$ cat config.mk
export PLATFORM = sky130hd
export DESIGN_NAME = uart_rx_cfg
export DESIGN_NICKNAME = d
export VERILOG_FILES = /design/src/rtl/uart_rx_cfg.sv
export SDC_FILE = /design/constraint.sdc
export NUM_CORES = 1
export LEC_CHECK = 0
export ABC_AREA = 1
export BUFFER_PORTS_ARGS = -buffer_cell sky130_fd_sc_hd__buf_2
export CAP_MARGIN = 25
export CORE_ASPECT_RATIO = 1.5
export CORE_MARGIN = 3
export CORE_UTILIZATION = 40
export CTS_BUF_LIST = sky130_fd_sc_hd__clkbuf_8
export CTS_CLUSTER_SIZE = 20
export DETAILED_ROUTE_END_ITERATION = 10
export PLACE_DENSITY = 0.65
export SLEW_MARGIN = 20
export SYNTH_ARGS = -nofsm -noshare
export SYNTH_HDL_FRONTEND = slang
export SYNTH_SLANG_ARGS = --single-unit
$ cat constraint.sdc
create_clock -name i_clk -period 2 [get_ports i_clk]
set_input_delay 0.3 -clock i_clk [delete_from_list [all_inputs] [get_ports i_clk]]
set_output_delay 0.3 -clock i_clk [all_outputs]
set_load 0.01 [all_outputs]
$ cat src/rtl/uart_rx_cfg.sv
// Parametrised UART receiver: configurable width/parity/stop, start-glitch rejection, read-handshake holding buffer.
// Optional RX_MAJORITY_VOTE_EN: 2-of-3 majority sampling around each decision tick.
module uart_rx_cfg #(
  parameter int DBIT    = 8,
  parameter int OVS     = 16,
  parameter int SB_TICK = 16,
  parameter int PARITY  = 0
) (
  input  logic            i_clk,
  input  logic            i_rst_n,
  input  logic            i_bit,
  input  logic            i_tick,
  input  logic            i_rd,
  output logic [DBIT-1:0] o_data,
  output logic            o_valid,
  output logic            o_done_data,
  output logic            o_parity_err,
  output logic            o_frame_err,
  output logic            o_overrun
);

  localparam int SMAX = (OVS > SB_TICK) ? OVS : SB_TICK;
  localparam int SW   = $clog2(SMAX);
  localparam int NW   = $clog2(DBIT + 1);
  localparam logic [SW-1:0] S_MID  = SW'(OVS / 2 - 1);
  localparam logic [SW-1:0] S_END  = SW'(OVS - 1);
  localparam logic [SW-1:0] S_STOP = SW'(SB_TICK - 1);
  localparam logic [NW-1:0] N_LAST = NW'(DBIT - 1);
  localparam logic          ODD    = (PARITY == 1);

  typedef enum logic [2:0] {IDLE, START, DATA, PAR, STOP} state_t;

  state_t          state_q;
  logic [SW-1:0]   s_q;
  logic [NW-1:0]   n_q;
  logic [DBIT-1:0] sh_q;
  logic            perr_q;
  logic            ferr_q;
  logic [2:0]      sync_q;

  logic rx_s;
  logic fall;
  logic samp;
  logic ferr_now;
  logic done_now;

  // sync_q[2] is one cycle behind rx_s, giving a falling-edge detect so a line stuck low never restarts a frame
  assign rx_s = sync_q[1];
  assign fall = sync_q[2] & ~sync_q[1];

`ifdef RX_MAJORITY_VOTE_EN
  logic [1:0]    vote_q;
  logic [SW-1:0] tgt;

  assign tgt  = (state_q == START) ? S_MID : S_END;
  assign samp = (vote_q[0] & vote_q[1]) | (vote_q[0] & rx_s) | (vote_q[1] & rx_s);

  always_ff @(posedge i_clk) begin
    if (i_tick) begin
      if (s_q == tgt - SW'(2)) vote_q[0] <= rx_s;
      if (s_q == tgt - SW'(1)) vote_q[1] <= rx_s;
    end
  end
`else
  assign samp = rx_s;
`endif

  assign ferr_now = ferr_q | ((s_q == S_END) & ~samp);
  assign done_now = (state_q == STOP) & i_tick & (s_q == S_STOP);

  always_ff @(posedge i_clk or negedge i_rst_n) begin
    if (!i_rst_n) begin
      state_q      <= IDLE;
      s_q          <= '0;
      n_q          <= '0;
      sh_q         <= '0;
      perr_q       <= 1'b0;
      ferr_q       <= 1'b0;
      sync_q       <= 3'b111;
      o_data       <= '0;
      o_valid      <= 1'b0;
      o_done_data  <= 1'b0;
      o_parity_err <= 1'b0;
      o_frame_err  <= 1'b0;
      o_overrun    <= 1'b0;
    end else begin
      sync_q      <= {sync_q[1:0], i_bit};
      o_done_data <= 1'b0;

      case (state_q)
        IDLE: begin
          if (fall) begin
            state_q <= START;
            s_q     <= '0;
          end
        end
        START: begin
          if (i_tick) begin
            if (s_q == S_MID) begin
              if (samp) begin
                state_q <= IDLE;
              end else begin
                state_q <= DATA;
                s_q     <= '0;
                n_q     <= '0;
                perr_q  <= 1'b0;
                ferr_q  <= 1'b0;
              end
            end else begin
              s_q <= s_q + SW'(1);
            end
          end
        end
        DATA: begin
          if (i_tick) begin
            if (s_q == S_END) begin
              sh_q <= {samp, sh_q[DBIT-1:1]};
              s_q  <= '0;
              if (n_q == N_LAST) state_q <= (PARITY != 0) ? PAR : STOP;
              else               n_q     <= n_q + NW'(1);
            end else begin
              s_q <= s_q + SW'(1);
            end
          end
        end
        PAR: begin
          if (i_tick) begin
            if (s_q == S_END) begin
              perr_q  <= samp ^ (^sh_q) ^ ODD;
              state_q <= STOP;
              s_q     <= '0;
            end else begin
              s_q <= s_q + SW'(1);
            end
          end
        end
        STOP: begin
          if (i_tick) begin
            if ((s_q == S_END) && !samp) ferr_q <= 1'b1;
            if (s_q == S_STOP) state_q <= IDLE;
            else               s_q     <= s_q + SW'(1);
          end
        end
        default: state_q <= IDLE;
      endcase

      // Holding buffer: newest word always wins; overrun only when an unread word is overwritten
      if (done_now) begin
        o_data       <= sh_q;
        o_parity_err <= perr_q;
        o_frame_err  <= ferr_now;
        o_valid      <= 1'b1;
        o_done_data  <= 1'b1;
        if (o_valid && !i_rd) o_overrun <= 1'b1;
        else if (i_rd)        o_overrun <= 1'b0;
      end else if (i_rd && o_valid) begin
        o_valid   <= 1'b0;
        o_overrun <= 1'b0;
      end
    end
  end

endmodule
==> out/results.ini <==
[synthesis]
netlist_area_um2 = 1900
yosysTopAreaCellShare_pct = 44.8
synth_edf_count = 0
ys_types = 33
yosys-top-cells-area = dfrtp_1 45%, nand2_1 15%, dfstp_2 4.1%
async_reset_ff_share_pct = 100
synthFlopType = dfrtp_1
synth_fp_nets = 230
ys_warn_count = 0
synth_most_common_cell = nand2_1
ys_seq_elements = 37
yosysSeqAreaShare_pct = 48.9
syn_area_per_cell_um2 = 8.52
synth_cells = 223
synthTopCellsByCount = 78 x nand2_1, 34 x dfrtp_1, 16 x inv_1
synth_top_cell_by_area = dfrtp_1

[sta]
hold_violations = 0
fmax_mhz = 610
drv_slew = 0
timing.final.crit_share_pct = 82.0
rsz0062_at_grt = false
finalSetupTns_ns = 0
setup_slack_ns = 0.360
fin_hold_ws_ns = 0.0862
clock_skew_ns = 0.00629
slew_headroom_pct = 46.7
fin_crit_ns = 1.64
setup_violations = 0
tightest_slew_ns = 0.799

[power]
power_leakage_nw = 1.11
power_density_nw_per_um2 = 991
max-vdd-ir-drop_mv = 0.555

[floorplan]
core_area_um2 = 4540
fp-row-count = 30
die_w_um = 62.3
io_pins = 18
start_util_pct = 41.8
die_area_um2 = 5630
fp.dieH_um = 90.4

[clock_tree]
clk_pin_slew_ns = 0.07
post_cts_buffers = 0
ctsLongestPathBuffers = 2
cts_sinks = 37
clk_latency_ns = 0.29
ctsResizeCount = 0
cts-htree-levels = 2
ctsHoldBuffers = 0
cts_tree = done
cts_root_buf = clkbuf_8
cts_buffers = 5

[drt]
drtPass1Iterations = 4
vias_per_cell = 4.74
drc = 0
wl_per_cell_um = 11.1
wl_mm = 3.45
num_vias = 1468
detail-route-antenna-nets = 0
initialDrtViolationCount = 83

[status]
status = completed

[layout]
layout-drive-gt1-share_pct = 21.5
fin_area_um2 = 2130
n_antenna_cell = 0
n_fill_cell = 451
syn_to_final_growth_pct = 12.2
fin_util_pct = 46.9
nNetsFinal = 252
regArea_um2 = 930
multi_input_area_um2 = 877

[critical_path]
crit_arrival_ns = 1.83
r2r_end = o_overrun$_DFFE_PN0P_
worstSetupPathType = reg -> reg
cp.required_ns = 2.19
crit_path_end_kind = flip-flop
cp_max_fo = 18
rrSetupSlack_ns = 0.36
worstSetupStartpointType = flip-flop
rr_startpoint = s_q[0]$_DFFE_PN0P_
reg2reg_depth = 9

[global_routing]
grt-ovfl-total = 0
grt_pass1_vias = 1372
grt.total_usage_pct = 13.4
grt_pass1_wl_mm = 6.10
grt_max_degree = 38
antenna_found_initial = 0

[placed_design]
dp_slack_ns = 0.355
io_buffer_count = 17
routabilityCongestion = 0.812
placed_area_um2 = 2050
dp_hpwl_mm = 2.56

[min_path]
hold_class = in -> async

[job]
drv_cap = 0

-- per-stage QoR --
step                      cells  total power, mW
final                       310             2.11
after global routing        310             2.29
after CTS                   310             2.14
after detailed placement    302             1.63
after global placement      302             1.63
after floorplan             223             1.47
-- registers in the layout (all words and copies together) (netlist names) --
name          count
o_valid           1
o_data            8
o_frame_err       1
o_parity_err      1
ferr_q            1
n_q               4
o_overrun         1
sync_q            3
perr_q            1
s_q               4
sh_q              8
state_q           3
o_done_data       1
-- final cells by class --
class | instances | share of cell area, %
multi-input combinational | 164 | 41.1
timing repair buffer | 17 | 3.99
clock buffer | 5 | 3.23
inverter | 20 | 3.64
sequential | 37 | 43.6
tap | 64 | 3.76
clock inverter | 3 | 0.646
-- layer usage --
layer | vias up | routed length, um | global-route usage (%)
met5 | - | 0 | 0
met4 | 0 | 61 | 5.52
met3 | 5 | 141 | 3.24
met2 | 24 | 1760 | 22.9
met1 | 686 | 1490 | 16.0
li1 | 753 | - | -
-- report_power, final --
| group | switching, mW | internal, mW |
|---|---|---|
| Clock | 0.264 | 0.236 |
| Sequential | 0.0925 | 0.827 |
| Combinational | 0.457 | 0.237 |
| Total | 0.813 | 1.30 |
-- how the worst max path moves through the flow --
stage / start / end / slack (ns) / cells past startpoint
floorplan: s_q[0]$_DFFE_PN0P_ / o_valid$_DFFE_PN0P_ / 0.55 / 8
global placement: s_q[0]$_DFFE_PN0P_ / o_overrun$_DFFE_PN0P_ / 0.41 / 9
detailed placement: s_q[0]$_DFFE_PN0P_ / o_overrun$_DFFE_PN0P_ / 0.36 / 9
CTS: s_q[0]$_DFFE_PN0P_ / o_overrun$_DFFE_PN0P_ / 0.35 / 9
global route: s_q[0]$_DFFE_PN0P_ / o_overrun$_DFFE_PN0P_ / 0.15 / 9
finish: s_q[0]$_DFFE_PN0P_ / o_overrun$_DFFE_PN0P_ / 0.36 / 9
-- layout by cell type, fill, tap and decap left out, drive strengths merged --
master / n
o31ai: 1
o22ai: 1
or2: 2
a31oi: 1
dfstp: 3
xor2: 5
clkinv: 3
o21ai: 27
nor3: 1
nor2: 16
a21oi: 5
buf: 17
ha: 2
nand2: 84
dfrtp: 34
inv: 20
o211ai: 1
nand3: 13
xnor2: 3
clkbuf: 5
mux2: 1
nand3b: 1
-- worst max-delay path, cell delays in order (launching register included) --
cell and delay (ns):
dfrtp_1 0.40, ha_1 0.25, nand3_2 0.16, clkinv_1 0.14, nand2_4 0.13, nor2_8 0.05, inv_4 0.17, nor2_1 0.05
o21ai_0 0.14, inv_1 0.05
-- logic make-up after synthesis --
family / synth area share (%)
adders and majority gates: 1.32
and+or+nand+nor: 29.7
AOI/OAI and AO/OA: 10.9
xor gates and xnor gates: 3.69
buffers and inverters: 4.94
DFF: 48.9
muxes: 0.592
Power figures use the tool's default switching activity.
